## src/rtl/core_pkg.sv

```systemverilog
// Shared core types for the LETC stage-2 slice.
// Word, comparator op and branch controller state.
package core_pkg;

    localparam int XLEN = 32;

    typedef logic [XLEN-1:0] word_t;

    typedef enum logic [2:0] {
        CMP_EQ  = 3'd0,
        CMP_NE  = 3'd1,
        CMP_LT  = 3'd2,
        CMP_GE  = 3'd3,
        CMP_LTU = 3'd4,
        CMP_GEU = 3'd5
    } cmp_op_e;

    typedef enum logic [1:0] {
        IDLE     = 2'd0,
        REDIRECT = 2'd1,
        FLUSH    = 2'd2
    } branch_state_e;

endpackage

```

## src/rtl/core_s2_branch_target.sv

```systemverilog
// Stage-2 control-transfer target computation.
// Priority select jalr > jal > branch, plus alignment check.
module core_s2_branch_target
    import core_pkg::*;
(
    input  logic  is_branch,
    input  logic  is_jal,
    input  logic  is_jalr,
    input  logic  cmp_result,
    input  word_t pc,
    input  word_t imm,
    input  word_t rs1,
    output logic  taken,
    output word_t target,
    output logic  misaligned
);

    word_t pc_sum;
    word_t rs1_sum;

    // Resolve taken/target; a taken target with bit 1 set is a fault.
    always_comb begin
        pc_sum     = pc + imm;
        rs1_sum    = rs1 + imm;
        taken      = 1'b0;
        target     = pc_sum;
        if (is_jalr) begin
            taken  = 1'b1;
            target = {rs1_sum[XLEN-1:1], 1'b0};
        end else if (is_jal) begin
            taken  = 1'b1;
        end else if (is_branch) begin
            taken  = cmp_result;
        end
        misaligned = taken & target[1];
    end

endmodule

```

## src/rtl/core_s2_branch_ctrl.sv

```systemverilog
// Stage-2 branch resolution controller.
// Redirects fetch on taken transfers and squashes younger slots.
module core_s2_branch_ctrl
    import core_pkg::*;
#(
    parameter int FLUSH_DEPTH = 2
) (
    input  logic    clk,
    input  logic    rst_n,
    input  logic    s2_valid,
    output logic    s2_ready,
    input  logic    s2_is_branch,
    input  logic    s2_is_jal,
    input  logic    s2_is_jalr,
    input  cmp_op_e s2_cmp_op,
    input  word_t   s2_pc,
    input  word_t   s2_imm,
    input  word_t   rs1_ff,
    output cmp_op_e cmp_operation,
    input  logic    cmp_result,
    output logic    redirect_valid,
    input  logic    redirect_ready,
    output word_t   redirect_pc,
    output logic    flush_younger,
    output logic    misaligned_fault
);

    localparam int CW =
        (FLUSH_DEPTH < 1) ? 1 : $clog2(FLUSH_DEPTH + 1);
    localparam int LOAD_I =
        (FLUSH_DEPTH > 0) ? FLUSH_DEPTH - 1 : 0;
    localparam logic [CW-1:0] CNT_LOAD = CW'(LOAD_I);

    branch_state_e state_q;
    branch_state_e state_d;
    logic [CW-1:0] cnt_q;
    logic [CW-1:0] cnt_d;

    logic  taken;
    logic  misaligned;
    word_t target;
    logic  accept;
    logic  load_redirect;
    logic  fault_d;

    assign cmp_operation = s2_cmp_op;
    assign s2_ready      = (state_q == IDLE);
    assign accept        = s2_ready & s2_valid;
    assign load_redirect = accept & taken & ~misaligned;
    assign fault_d       = accept & taken & misaligned;

    core_s2_branch_target u_target (
        .is_branch  (s2_is_branch),
        .is_jal     (s2_is_jal),
        .is_jalr    (s2_is_jalr),
        .cmp_result (cmp_result),
        .pc         (s2_pc),
        .imm        (s2_imm),
        .rs1        (rs1_ff),
        .taken      (taken),
        .target     (target),
        .misaligned (misaligned)
    );

    // Next-state and squash counter.
    always_comb begin
        state_d = state_q;
        cnt_d   = cnt_q;
        unique case (state_q)
            IDLE: begin
                if (load_redirect) begin
                    state_d = REDIRECT;
                end
            end
            REDIRECT: begin
                if (redirect_ready) begin
                    if (FLUSH_DEPTH == 0) begin
                        state_d = IDLE;
                    end else begin
                        state_d = FLUSH;
                        cnt_d   = CNT_LOAD;
                    end
                end
            end
            FLUSH: begin
                if (cnt_q == '0) begin
                    state_d = IDLE;
                end else begin
                    cnt_d = cnt_q - CW'(1);
                end
            end
            default: state_d = IDLE;
        endcase
    end

    // State, counter and registered outputs.
    always_ff @(posedge clk or negedge rst_n) begin
        if (!rst_n) begin
            state_q          <= IDLE;
            cnt_q            <= '0;
            redirect_valid   <= 1'b0;
            redirect_pc      <= '0;
            flush_younger    <= 1'b0;
            misaligned_fault <= 1'b0;
        end else begin
            state_q          <= state_d;
            cnt_q            <= cnt_d;
            redirect_valid   <= (state_d == REDIRECT);
            flush_younger    <= (state_d != IDLE);
            misaligned_fault <= fault_d;
            if (load_redirect) begin
                redirect_pc <= target;
            end
        end
    end

endmodule

```

## config.mk

```make
export PLATFORM = sky130hd
export DESIGN_NAME = core_s2_branch_ctrl
export DESIGN_NICKNAME = d
export VERILOG_FILES = /design/src/rtl/core_pkg.sv /design/src/rtl/core_s2_branch_target.sv /design/src/rtl/core_s2_branch_ctrl.sv
export SDC_FILE = /design/constraint.sdc
export NUM_CORES = 1
export LEC_CHECK = 0
export ABC_AREA = 1
export ABC_CLOCK_PERIOD_IN_PS = 3000
export CAP_MARGIN = 0
export CORE_ASPECT_RATIO = 1.2
export CORE_MARGIN = 3
export CORE_UTILIZATION = 55
export DETAILED_ROUTE_END_ITERATION = 8
export PLACE_DENSITY = 0.92
export SETUP_SLACK_MARGIN = 0.1
export SLEW_MARGIN = 40
export SYNTH_ARGS = -nofsm -noshare
export SYNTH_HDL_FRONTEND = slang
export SYNTH_SLANG_ARGS = --single-unit
export TNS_END_PERCENT = 10
```

## constraint.sdc

```tcl
create_clock -name clk -period 3 [get_ports clk]
set_clock_uncertainty 0.15 [all_clocks]
set_input_delay 0.6 -clock clk [delete_from_list [all_inputs] [get_ports clk]]
set_output_delay 0.6 -clock clk [all_outputs]
set_load 0.01 [all_outputs]
```

==> qor.csv, run 1 <==
stage;metric;value;unit
timing;slew margin rel.;66.4;%
global_routing;pin count of the biggest net entering global routing;40;
placement;hpwl dp;19.5;mm
clock_network;H-Tree Depth;2;
clock_network;Worst-Skew Late Latency;290;ps
pwr;Worst IR Drop VDD;0.359;mV
floorplan;DIE HEIGHT;125;µm
synthesis;area leader, netlist;nand2_1;
route;post-route DRC violation count;0;
timing;Finish-stage setup viols;0;
route;total routed wirelength;23.1;mm
final_layout;layout cells sized above 1;3.81;%
final_layout;area occupied by multi-input gates;4540;µm²
clock_network;clock sinks;39;
final_layout;Final Net Count;1561;
clock_network;number of setup buffers added after CTS;0;
timing;fin worst setup slack;212;ps
synthesis;Synth Warn #;0;
route;DRT Pass-1 Iters;6;
placement;GP Congestion;1.00;
critical_path;CP Data Required Time;3030;ps
floorplan;IO Count;146;
synthesis;synthesized flop and latch total;39;
timing;Slew Viols, Final;0;
final_layout;Antenna diodes;0;
critical_path;Setup CP Type;primary input to register;
route;DR WL/cell;15.0;µm
global_routing;vias in the first global route;7957;
floorplan;Initial Util;57.8;%
job;MaxCap Viol Count;0;
critical_path;CP endpoint kind;register;
route;number of vias in the routed layout;8096;
synthesis;Yosys cell types;32;
min_path;hold crit path type;primary input to asynchronous set/reset pin;
timing;final setup TNS;0;ps
clock_network;CTS root buffer;clkbuf_16;
global_routing;first-pass GRT wire length;37.9;mm
final_layout;commonest non-fill, non-tap cell in the layout;nand2_1;
floorplan;core area;11300;µm²
clock_network;clk slew on worst S/H paths;60;ps
synthesis;Syn Area/Cell;5.29;µm²
timing;Tightest Pin Transition;504;ps
global_routing;total global-route track usage;35.1;%
global_routing;final global-route overflow total;0;
clock_network;CTS tree;built;
critical_path;arrival time at the worst endpoint;2820;ps
synthesis;cell count after synthesis;1236;
synthesis;Cell Area, Synth;6530;µm²
placement;Area after DPL;8200;µm²
timing;RSZ-0062 raised after global routing;yes;
timing;min cycle time layout;2790;ps
global_routing;initial antenna violation count;0;
timing;max frequency;359;MHz
placement;number of port buffers;139;
critical_path;crit path launch type;primary input;
final_layout;most frequent cells in the layout;nand2_1 (555), inv_1 (242), clkdlybuf4s50_1 (138);
clock_network;number of CTS-inserted buffers;5;
route;Post-DRT Antenna Nets;0;
final_layout;Layout fillers;1022;
outcome;status;completed;
route;Iter 0 DRT Violations;592;
final_layout;P&R area growth vs syn;28.1;%
pwr;power after layout;0.00363;W
synthesis;syn nets;1407;
placement;Setup Slack @ Placement;-18.3;ps
synthesis;Yosys top cell area share;31.9;%
timing;final hold violation count;0;
synthesis;Area contributors post-synth;nand2_1 (32%), dfrtp_1 (15%), inv_1 (14%);
final_layout;finished layout cell area;8370;µm²
floorplan;die area;13200;µm²
clock_network;CTS max path bufs;2;
floorplan;FP Rows;42;
synthesis;post-synthesis sequential area ratio;14.9;%
critical_path;CP Max Fanout;4;
critical_path;Worst R2R Setup Slack;1330;ps
timing;final period utilization;92.9;%
floorplan;Die W;105;µm
route;DR vias/cell;5.24;
pwr;power per cell area;434;nW/µm²
final_layout;Register Area;976;µm²
pwr;Pleak;5.04;nW
sequential cells by signal, summed over array words and instances, names as in the netlist:
| signal | count |
|---|---|
| redirect_pc | 32 |
| redirect_valid | 1 |
| misaligned_fault | 1 |
| flush_younger | 1 |
| cnt_q | 2 |
| state_q | 2 |
worst paths after layout:
kind	from	to	cells past startpoint
min in group clk	redirect_pc[1]$_DFFE_PN0P_	redirect_pc[1]$_DFFE_PN0P_	2
min reg2reg	redirect_pc[1]$_DFFE_PN0P_	redirect_pc[1]$_DFFE_PN0P_	2
min	rst_n	cnt_q[0]$_DFFE_PN0P_	1
max reg2reg	state_q[1]$_DFF_PN0_	redirect_pc[16]$_DFFE_PN0P_	7
max	s2_imm[5]	redirect_pc[10]$_DFFE_PN0P_	13
max in group asynchronous	rst_n	redirect_pc[21]$_DFFE_PN0P_	1
worst max-delay path, stage by stage:
cell             delay [ps]
clkdlybuf4s50_1         490
ha_1                    400
nand2_1                 140
inv_1                    50
nand2_1                  90
nand2_1                  60
nand2_1                  50
nand3b_1                220
buf_4                   230
xor2_1                  140
nand2_1                 130
nand3_1                 100
o21a_1                  120
kinds of logic after synthesis:
kind of cell    count (synthesis)  synth area share [%]
flops                          39                  14.9
fa+ha+maj                      64                  12.5
buf+inv                       259                  15.5
compound gates                100                  8.23
simple gates                  763                  47.3
xor+xnor                       11                  1.47
synthesized netlist by cell type:
cell type    n
and2_1       2
nand2_1    555
ha_1        62
nand2_2     12
nand3_2      4
dfrtp_1     39
o21ai_2      1
a21oi_1     60
nand3_1     80
fa_1         2
buf_2        6
buf_1        1
a21o_1       1
clkbuf_8     1
o21bai_1     5
xnor2_1      2
o21ai_0     25
o21a_1       7
nand3b_1    10
nor2_2       2
inv_1      242
clkbuf_1     1
o22ai_1      1
nor3_1       4
nand4_1      6
nor2_1      86
or2_1        1
inv_2        2
buf_4        5
and3_1       1
buf_6        1
xor2_1       9
metal layers:
metal,track usage [%],vias to the layer above,share of wire (%)
met4,20.4,0,6.8
met5,0,-,0
met2,64.6,359,50
li1,-,4076,-
met1,38.5,3563,37
met3,3.97,98,6.2
power by group:
part	internal (W)	switching (W)	total, W
clock	0.000393	0.000231	0.000624
combinational	0.000972	0.00115	0.00212
sequential	0.000755	0.000134	0.000889
final cells by class:
class	instances	area share [%]
multi-input cells	938	54.3
repair buffers	162	18.8
flip-flops and latches	39	11.7
inverters	244	10.9
well taps	154	2.30
clock buffers	5	1.49
clock inverters	3	0.523
per-stage QoR:
stage / instances / hold slack, ps / utilization (%)
3_3_place_gp: 1537 / 298 / 72.6
2_1_floorplan: 1236 / 154 / -
5_1_grt: 1545 / 159 / 74.1
3_5_place_dp: 1537 / 303 / 72.6
4_1_cts: 1545 / 140 / 74.1
6_report: 1545 / 127 / 74.1
timing repair:
| item | CTS | global route |
|---|---|---|
| hold buffers | 0 | 0 |
| setup endpoints to repair | 0 | 2 |
| gates resized for setup | 0 | 1 |
Power figures use the tool's default switching activity.
==> inputs of run 2 (changes only) <==
--- a/config.mk
+++ b/config.mk
@@ -11,7 +11,9 @@
 export CORE_ASPECT_RATIO = 1.2
 export CORE_MARGIN = 3
 export CORE_UTILIZATION = 55
+export CTS_CLUSTER_DIAMETER = 60
 export DETAILED_ROUTE_END_ITERATION = 8
+export GPL_TIMING_DRIVEN = 0
 export PLACE_DENSITY = 0.92
 export SETUP_SLACK_MARGIN = 0.1
 export SLEW_MARGIN = 40
==> qor.csv, run 2 (synthesis gave the netlist of run 1 again) <==
stage;metric;value;unit;change
floorplan;IO Count;146;;unchanged
final_layout;most frequent cells in the layout;nand2_1 (555), inv_1 (242), clkdlybuf4s50_1 (141);;
min_path;hold crit path type;primary input to asynchronous set/reset pin;;
timing;Tightest Pin Transition;528;ps;+24.6 ps
critical_path;CP Data Required Time;3020;ps;about the same
floorplan;die area;13200;µm²;unchanged
floorplan;Initial Util;57.8;%;unchanged
clock_network;CTS tree;built;;
floorplan;core area;11300;µm²;unchanged
placement;hpwl dp;18.7;mm;-4.0%
pwr;power per cell area;430;nW/µm²;-1.0%
global_routing;initial antenna violation count;0;;unchanged
placement;Area after DPL;8170;µm²;-0.37%
critical_path;Worst setup endpoint;redirect_pc[26]$_DFFE_PN0P_;;
final_layout;finished layout cell area;8370;µm²;about the same
placement;number of port buffers;142;;+2.2%
route;DRT Pass-1 Iters;8;;+2
pwr;Pleak;5.01;nW;-0.41%
timing;min cycle time layout;2800;ps;+15.2 ps
final_layout;Most flops, register;redirect_pc;;
timing;Finish-stage setup viols;0;;unchanged
route;total routed wirelength;22.0;mm;-4.7%
global_routing;vias in the first global route;7468;;-6.1%
route;DR vias/cell;5.06;;-3.5%
critical_path;reg2reg start;state_q[1]$_DFF_PN0_;;
pwr;Switching Share;41.4;%;-0.25 points
route;number of vias in the routed layout;7798;;-3.7%
critical_path;crit path from;s2_imm[0];;
clock_network;CTS root buffer;clkbuf_16;;
final_layout;P&R area growth vs syn;28.0;%;about the same
timing;RSZ-0062 raised after global routing;yes;;
clock_network;clk slew on worst S/H paths;60;ps;about the same
global_routing;total global-route track usage;32.9;%;-2.2 points
timing;final period utilization;93.4;%;+0.51 points
timing;final hold violation count;0;;unchanged
pwr;power share of the combinational group;58.2;%;-0.2 points
placement;GP Congestion;0.940;;-6.0%
critical_path;reg-to-reg endpoint;redirect_pc[26]$_DFFE_PN0P_;;
outcome;status;completed;;
clock_network;CTS max path bufs;2;;unchanged
clock_network;clock sinks;39;;unchanged
critical_path;arrival time at the worst endpoint;2820;ps;about the same
timing;Slew Viols, Final;0;;unchanged
global_routing;first-pass GRT wire length;35.2;mm;-7.2%
clock_network;Worst-Skew Late Latency;280;ps;about the same
critical_path;CP endpoint kind;register;;
timing;hold slack;76.5;ps;-50.3 ps
route;DR WL/cell;14.3;µm;-4.6%
job;MaxCap Viol Count;0;;unchanged
final_layout;Largest regs;redirect_pc: 32 flops, cnt_q: 2 flops, state_q: 2 flops;;
critical_path;R2R depth;6;;-1
global_routing;pin count of the biggest net entering global routing;26;;-35%
global_routing;final global-route overflow total;0;;unchanged
floorplan;Die W;105;µm;unchanged
timing;max frequency;357;MHz;-0.54%
pwr;Worst IR Drop VDD;0.480;mV;+34%
route;Iter 0 DRT Violations;474;;-20%
critical_path;Worst R2R Setup Slack;1330;ps;about the same
critical_path;Setup CP Type;primary input to register;;
final_layout;layout cells sized above 1;3.46;%;-0.35 points
timing;slew margin rel.;64.4;%;-2.0 points
route;Post-DRT Antenna Nets;0;;unchanged
critical_path;crit path launch type;primary input;;
floorplan;FP Rows;42;;unchanged
clock_network;H-Tree Depth;2;;unchanged
pwr;Int Pwr;0.00211;W;-0.65%
final_layout;Final Net Count;1558;;-0.19%
critical_path;CP Max Fanout;10;;+6
final_layout;commonest non-fill, non-tap cell in the layout;nand2_1;;
pwr;sw power;0.00149;W;-1.7%
floorplan;DIE HEIGHT;125;µm;unchanged
route;post-route DRC violation count;0;;unchanged
final_layout;Antenna diodes;0;;unchanged
pwr;Clk pwr share;17.2;%;about the same
clock_network;number of CTS-inserted buffers;5;;unchanged
pwr;Seq pwr share;24.6;%;about the same
final_layout;max FFs per register;32;;unchanged
## run 2: changes by cell type in the layout (fill, tap and decap cells not counted), sizes merged
cell and delta:
clkdlybuf4s50 +3, clkbuf +2, buf -8
## run 2: area by class of cell
cell class	instances	area, µm²
inverter	244	918
clock buffer	5	125
clock inverter	3	43.8
tap	154	193
timing repair buffer	144	1450
multi-input combinational	938	4550
buffer	15	106
sequential	39	976
fill	987	2930
## run 2: worst max-delay path, cell delays in order
cell and delay (ps):
clkdlybuf4s50_1 500, ha_2 230, inv_1 60, fa_1 490, nand2_1 60, nand2_1 110
nand4_1 150, buf_4 190, clkbuf_1 230, nand2_1 120, nand2_1 80
## run 2: per-stage QoR
step	utilization [%]	setup TNS [ps]	power [W]	setup WS, ps	instances
2_1_floorplan	-	0	0.00199	717	1236
3_3_place_gp	72.1	-2030	0.00288	-103	1532
3_5_place_dp	72.3	-4160	0.00295	-188	1533
4_1_cts	73.8	0	0.00358	91.2	1541
5_1_grt	74.0	0	0.00386	81.9	1542
6_report	74.0	0	0.00360	197	1542
## run 2: worst min path at each step
stage                                              to                         from
final                      redirect_pc[2]$_DFFE_PN0P_                        rst_n
after global routing             cnt_q[1]$_DFFE_PN0P_                        rst_n
after CTS                        cnt_q[1]$_DFFE_PN0P_                        rst_n
after detailed placement  redirect_pc[25]$_DFFE_PN0P_  redirect_pc[25]$_DFFE_PN0P_
after global placement     redirect_pc[1]$_DFFE_PN0P_   redirect_pc[1]$_DFFE_PN0P_
after floorplan                  cnt_q[0]$_DFFE_PN0P_                        rst_n
## run 2: what timing repair did
action | in CTS | in global routing
setup buffers | 0 | 1
hold buffers | 0 | 0
endpoints found under the setup margin | 9 | 34
pin swaps | 1 | 0
gates resized for setup | 0 | 7
## run 2: power groups by stage
stage | logic, W | registers, W | clock network [W]
floorplan | 0.00102 | 0.000972 | 0
global placement | 0.00201 | 0.000873 | 0
detailed placement | 0.00206 | 0.000884 | 0
CTS | 0.00208 | 0.000881 | 0.000618
global route | 0.00231 | 0.000908 | 0.000643
finish | 0.00209 | 0.000884 | 0.000619
## run 2: metal layers
metal,GRT usage (%),routed length [µm],up-vias,part of all wire (%)
met5,0,0,-,0
li1,-,-,4066,-
met3,4.38,1310,85,6.0
met2,58.6,10400,321,47
met1,36.7,8650,3326,39
met4,20.9,1630,0,7.4
